<file path="src/rtl/seq_det_pkg.sv">
// ---------------------------------------------------------------------------
// seq_det_pkg
// Shared definitions for the moore_seq_detect slice: the detector state type
// with its 3-bit binary encodings, and the 1011 pattern the FSM looks for.
// No ports (package).
// ---------------------------------------------------------------------------
package seq_det_pkg;

   // One state per length of pattern prefix matched so far.
   typedef enum logic [2:0] {
      S_IDLE = 3'd0,
      S_1    = 3'd1,
      S_10   = 3'd2,
      S_101  = 3'd3,
      S_1011 = 3'd4
   } state_t;

   // Pattern, oldest bit in the MSB.
   localparam logic [3:0] PATTERN = 4'b1011;

endpackage

</file>
<file path="src/rtl/sat_counter.sv">
// ---------------------------------------------------------------------------
// sat_counter
// Saturating match counter with a sticky threshold flag.
//
// Parameters
//   CNT_W  : counter width
//   THRESH : count value at which flag sets (1 .. 2^CNT_W-1)
// Ports
//   clk    : clock, rising edge
//   reset  : asynchronous active-low reset
//   inc    : count one event on this edge
//   clr    : synchronous clear of cnt and flag, wins over inc
//   cnt    : current count, saturates at all-ones
//   flag   : set when cnt becomes THRESH, held until clr or reset
// ---------------------------------------------------------------------------
module sat_counter #(
   parameter int CNT_W  = 8,
   parameter int THRESH = 4
) (
   input  logic             clk,
   input  logic             reset,
   input  logic             inc,
   input  logic             clr,
   output logic [CNT_W-1:0] cnt,
   output logic             flag
);

   localparam logic [CNT_W-1:0] THR_VAL = THRESH[CNT_W-1:0];
   localparam logic [CNT_W-1:0] MAX_VAL = '1;

   logic [CNT_W-1:0] r_cnt;
   logic             r_flag;
   logic [CNT_W-1:0] w_cntPlusOne;

   assign w_cntPlusOne = r_cnt + 1'b1;

   // Counter and flag update. Clear beats a same-cycle increment. The flag is
   // only ever set by the increment that lands exactly on the threshold, so a
   // saturated counter sitting at the threshold does not re-trigger anything.
   always_ff @(posedge clk or negedge reset) begin
      if (!reset) begin
         r_cnt  <= '0;
         r_flag <= 1'b0;
      end else if (clr) begin
         r_cnt  <= '0;
         r_flag <= 1'b0;
      end else if (inc && (r_cnt != MAX_VAL)) begin
         r_cnt <= w_cntPlusOne;
         if (w_cntPlusOne == THR_VAL) begin
            r_flag <= 1'b1;
         end
      end
   end

   assign cnt  = r_cnt;
   assign flag = r_flag;

endmodule

</file>
<file path="src/rtl/moore_seq_detect.sv">
// ---------------------------------------------------------------------------
// moore_seq_detect
// Moore FSM detecting the overlapping serial pattern 1,0,1,1 on valid bits,
// with an optional saturating match counter and sticky threshold flag.
//
// Configuration macro: MOORE_SEQ_DETECT_CNT_EN
//   defined   -> sat_counter is built and drives match_cnt / thr_flag
//   undefined -> match_cnt and thr_flag are constant 0, clr has no effect
//
// Parameters
//   CNT_W     : width of match_cnt
//   THRESH    : match count at which thr_flag sets
// Ports
//   clk       : clock, rising edge
//   reset     : asynchronous active-low reset
//   in_bit    : serial data bit
//   in_valid  : in_bit is consumed only when high
//   clr       : synchronous clear of match_cnt and thr_flag
//   match     : high while the FSM sits in S_1011
//   match_cnt : matches since reset or clr
//   thr_flag  : sticky threshold-reached flag
// ---------------------------------------------------------------------------
module moore_seq_detect
   import seq_det_pkg::*;
#(
   parameter int CNT_W  = 8,
   parameter int THRESH = 4
) (
   input  logic             clk,
   input  logic             reset,
   input  logic             in_bit,
   input  logic             in_valid,
   input  logic             clr,
   output logic             match,
   output logic [CNT_W-1:0] match_cnt,
   output logic             thr_flag
);

   state_t r_state;
   state_t w_nextState;

   // State register. Reset drops any partial pattern, so the first valid bit
   // afterwards is always evaluated from S_IDLE.
   always_ff @(posedge clk or negedge reset) begin
      if (!reset) begin
         r_state <= S_IDLE;
      end else begin
         r_state <= w_nextState;
      end
   end

   // Next-state logic. Without a valid bit the state holds. On a mismatch the
   // FSM falls back to the longest suffix that is still a pattern prefix,
   // which is what makes back-to-back overlapping detections work.
   always_comb begin
      w_nextState = r_state;
      if (in_valid) begin
         case (r_state)
            S_IDLE:  w_nextState = (in_bit == PATTERN[3]) ? S_1    : S_IDLE;
            S_1:     w_nextState = (in_bit == PATTERN[2]) ? S_10   : S_1;
            S_10:    w_nextState = (in_bit == PATTERN[1]) ? S_101  : S_IDLE;
            S_101:   w_nextState = (in_bit == PATTERN[0]) ? S_1011 : S_10;
            S_1011:  w_nextState = in_bit ? S_1 : S_10;
            default: w_nextState = S_IDLE;
         endcase
      end
   end

   // Moore output straight from the state register.
   assign match = (r_state == S_1011);

`ifdef MOORE_SEQ_DETECT_CNT_EN
   logic w_enterMatch;

   // S_1011 has no self-loop, so every edge that lands there is a new match.
   assign w_enterMatch = in_valid && (w_nextState == S_1011);

   sat_counter #(
      .CNT_W  (CNT_W),
      .THRESH (THRESH)
   ) u_satCounter (
      .clk   (clk),
      .reset (reset),
      .inc   (w_enterMatch),
      .clr   (clr),
      .cnt   (match_cnt),
      .flag  (thr_flag)
   );
`else
   // Counter not built. clr is folded into the constant so the port is still
   // read; thr_flag remains a hard 0.
   assign match_cnt = '0;
   assign thr_flag  = 1'b0 & clr;
`endif

endmodule

</file>
<file path="config.mk">
export PLATFORM = sky130hd
export DESIGN_NAME = moore_seq_detect
export DESIGN_NICKNAME = d
export VERILOG_FILES = /design/src/rtl/seq_det_pkg.sv /design/src/rtl/sat_counter.sv /design/src/rtl/moore_seq_detect.sv
export SDC_FILE = /design/constraint.sdc
export NUM_CORES = 1
export LEC_CHECK = 0
export CELL_PAD_IN_SITES_DETAIL_PLACEMENT = 1
export CELL_PAD_IN_SITES_GLOBAL_PLACEMENT = 2
export CORE_MARGIN = 3
export CORE_UTILIZATION = 17
export CTS_CLUSTER_SIZE = 14
export DETAILED_ROUTE_END_ITERATION = 10
export MAX_ROUTING_LAYER = met4
export PLACE_DENSITY = 0.76
export RECOVER_POWER = 100
export SYNTH_ARGS = -nofsm -noshare
export SYNTH_HDL_FRONTEND = slang
export SYNTH_HIERARCHICAL = 1
export SYNTH_SLANG_ARGS = --single-unit
</file>
<file path="constraint.sdc">
create_clock -name clk -period 1.3 [get_ports clk]
set_clock_uncertainty 0.1 [all_clocks]
set_input_delay 0.13 -clock clk [delete_from_list [all_inputs] [get_ports clk]]
set_output_delay 0.13 -clock clk [all_outputs]
set_load 0.1 [all_outputs]
</file>
Yosys cells after proc, flatten, opt, wreduce, memory -nomap -nowiden
Index checks and enable logic that the tools add are counted.
{"block": "op_classes", "mux": 5, "n_reduce_logical": 2, "eq_ne": 4}
{"cell": "$pmux 3 s4", "count": 1}
{"cell": "$eq 3x2->1 const B", "count": 2}
{"cell": "$mux 2", "count": 2}
{"cell": "$eq 3x1->1 const B", "count": 1}
{"cell": "$eq 3x3->1 const B", "count": 1}
{"cell": "$logic_not 3->1", "count": 1}
{"cell": "$mux 3", "count": 1}
{"cell": "$reduce_or 2->1", "count": 1}
{"cell": "$mux 1", "count": 1}
{"block": "word_totals", "ff_bits": 3, "output_inout_bits": 10, "wordCells": 12}

Logic depth before layout (Yosys ltp)
{"block": "logic_depth", "depth_word": 3, "ltp_mapped": 3, "ltp_nobuf": 3}

Worst setup path before layout
No wires, ideal clock.
{"block": "synth_path", "path_type": "register -> output", "from": "register r_state[0]", "to": "output match", "slack_ps": -1435, "arrival_ps": 2505, "stages_incl_launch_ff": 2, "path_buffers": 0, "cell_sequence": "dfrtp_1 > nor3_1"}
{"block": "synth_via", "elab_chain_len": 1}
{"element": "start: declaration", "line": "moore_seq_detect.sv:39", "source": "state_t r_state;"}
{"element": "start signal: assignment", "line": "moore_seq_detect.sv:48", "source": "r_state <= w_nextState;"}
{"element": "$eq 3x3->1", "line": "moore_seq_detect.sv:70", "source": "assign match = (r_state == S_1011);"}
{"element": "end: declaration", "line": "moore_seq_detect.sv:34", "source": "output logic match,"}
No other way between the ends.

Worst setup path in the final report
{"block": "layout_path", "from": "register r_state[1]", "to": "output match"}
Same word-level chain as after synthesis.

==> results.py <==
metrics = {
    "status": {
        "violations": "setup timing",
        "status": "complete, but fails checks",
    },
    "place": {
        "dpl_worst_slack_ns": -0.02642,
        "gp_congestion": 0.5545,
        "hpwl_um": 398.4,
        "numPortBuffers": 4,
    },
    "sta": {
        "slew_violations": 0,
        "setup_violations": 1,
        "fmax_ghz": 0.7634,
        "setup_slack_ns": -0.01001,
        "tns_ns": -0.01001,
        "finalCritPeriodShare": 1.008,
        "hold_viol": 0,
        "min_period_ns": 1.310,
        "grt_setup_unrepaired": "true",
    },
    "setup_path": {
        "crit_buf_inv": 1,
        "crit_type": "reg2out",
        "cp_max_fo": 2,
        "r2r_slack_ns": 0.10,
        "endpoint_kind": "primary output",
        "cp.required_ns": 1.07,
        "regToRegEndpoint": "r_state[1]",
        "path_depth": 2,
        "worst_path_max_delay_cell": "dfrtp_2",
        "cp.arrival_ns": 1.08,
        "rr_worst_depth": 3,
        "critPathTopFamily": "flip-flops",
        "r2r-start": "r_state[1]",
        "path_cells": "nor3_4 -> buf_12",
        "cpPeakStageDelay_ns": 0.41,
        "setup.worst_path.start_class": "flop",
    },
    "final_layout": {
        "drive_above_1_share": 0.3077,
        "fin_nets": 45,
        "largest_reg_flops": 3,
        "diodes": 0,
        "layout-area-overhead-vs-synth_pct": 40.72,
        "top_regs": "r_state x3",
        "largest_register": "r_state",
        "fillers": 137,
    },
    "clock_network": {
        "cts_sinks": 3,
        "tritoncts": "done",
        "h-tree-depth": 1,
        "clockBufferDepth": 2,
        "clock_latency_ns": 0.24,
        "ctsRootBufferMaster": "clkbuf_4",
        "clk_pin_slew_ns": 0.04,
        "numCtsBuffers": 3,
    },
    "synth": {
        "synth_edf_count": 0,
        "synth_seq_cells": 3,
        "ys_seq_area_frac": 0.3093,
        "synth_area_per_cell_um2": 8.669,
        "synth-main-ff-cell": "dfrtp_1",
        "yosys_warnings": 6,
        "synth_cells": 28,
        "netlist_area_um2": 242.7,
        "async_flop_share": 1.000,
        "synth_cell_types": 16,
    },
    "power": {
        "seq_power_share": 0.265,
        "power_density_nw_per_um2": 1870,
        "p_int_uw": 335.8,
        "p_comb_frac": 0.464,
        "p_sw_frac": 0.4741,
        "ir_drop_mv": 0.5934,
        "power_frac_clock": 0.271,
        "p_switching_uw": 302.8,
        "p_leak_uw": 0.0001549,
    },
    "floorplan": {
        "ios": 15,
        "fp-row-count": 12,
        "start_util": 0.1996,
        "core_area_um2": 1216,
        "dieArea_um2": 1917,
        "dieHeight_um": 43.79,
        "fp.dieW_um": 43.79,
    },
    "grt": {
        "overflow": 0,
        "grt_max_degree": 7,
        "grt_pass1_vias": 232,
        "grt.total_usage": 0.07739,
        "grt_pass1_wl_um": 959,
        "antenna_found_initial": 0,
    },
    "drt": {
        "wl_um": 573,
        "drtAntennaViolNets": 0,
        "num_vias": 212,
        "drtIter0Drc": 0,
        "remaining_drc_errors": 0,
        "wl_per_cell_um": 10.81,
        "viasPerCell": 4.000,
        "firstDrtPassIters": 1,
    },
    "hold_path": {
        "hold_path_end": "r_state[1]",
        "hold_path.class": "reg2reg",
        "min_from": "r_state[0]",
        "min_path_cells": 1,
    },
    "run": {
        "cap_viol_max_count": 0,
    },
}
## per-stage QoR
step,utilization,power [µW],cells,hold slack (ns),cell area [µm²]
after floorplan,-,402.1,36,-0.2656,284.0
after CTS,0.2829,661.7,53,0.4921,344.1
final,0.2809,638.6,53,0.4711,341.6
after detailed placement,0.2397,443.3,46,0.2292,291.5
after global placement,0.2397,432.4,46,0.2171,291.5
after global routing,0.2809,680.7,53,0.5201,341.6
## synthesized netlist by cell type, types with 2 or more instances
library cell | count | area [µm²]
dfrtp_1 | 3 | 75.07
inv_1 | 2 | 7.510
nand2b_1 | 2 | 12.51
buf_4 | 9 | 67.56
## metal layers
layer,GRT usage,vias to the layer above,part of all wire
li1,-,98,-
met1,0.06796,98,0.40
met2,0.1105,14,0.49
met3,0.03734,2,0.082
met4,0.09036,0,0.024
met5,-,-,0
## power by group through the flow
stage | Sequential [µW] | Combinational, µW | Clock, µW
after floorplan | 172 | 230 | 0
after CTS | 169 | 305 | 188
final | 169 | 296 | 173
after global routing | 175 | 313 | 193
after global placement | 180 | 252 | 0
after detailed placement | 185 | 258 | 0
## cells by family after synthesis
kind of cell	after synthesis	synth area share
buffers and inverters	11	0.3093
flip-flops	3	0.3093
AO/OA/AOI/OAI	7	0.2217
AND/OR/NAND/NOR	6	0.1443
other	1	0.01545
## how the worst max path moves through the flow
stage / slack, ns / startpoint / end
after global routing: -0.06 / r_state[2] / match
after floorplan: -0.17 / r_state[2] / match
final: -0.01 / r_state[1] / match
after global placement: -0.03 / in_valid / r_state[1]
after CTS: -0.03 / r_state[1] / match
after detailed placement: -0.03 / in_valid / r_state[1]
## worst register-to-register path: cells and delay by family, from the launching register on
| kind | cells | cell delay, ns |
|---|---|---|
| compound gates | 2 | 0.44 |
| flops | 1 | 0.41 |
| buf+inv | 1 | 0.16 |
## layout make-up
class                   instances  area (µm²)  share of cell area
inverters                       2       7.507             0.02198
flip-flops and latches          3       77.57              0.2271
multi-input cells              22       130.1              0.3810
repair buffers                  8       82.58              0.2418
well taps                      14       17.52             0.05128
clock buffers                   4       26.28             0.07692
## timing repair
item / in CTS / in global routing
pin swaps: 1 / 0
hold buffers: 1 / 0
buffers inserted: 2 / 0
hold endpoints to repair: 3 / 0
resized for setup: 1 / 1
setup endpoints to repair: 1 / 1
## placed cells by master, fill, tap and decap left out
cell type        count
a211oi_1             1
a21o_1               1
buf_12               1
buf_4                3
clkbuf_1             1
clkbuf_4             3
clkdlybuf4s50_1      2
conb_1               9
dfrtp_1              1
dfrtp_2              2
dlygate4sd3_1        2
inv_1                1
inv_2                1
nand2_1              1
nand2_2              1
nand2b_1             2
nand3b_1             1
nor3_4               1
o21ai_0              2
o22ai_1              1
o31a_1               1
o32a_1               1
No activity file was read; power rests on OpenSTA's default activity.
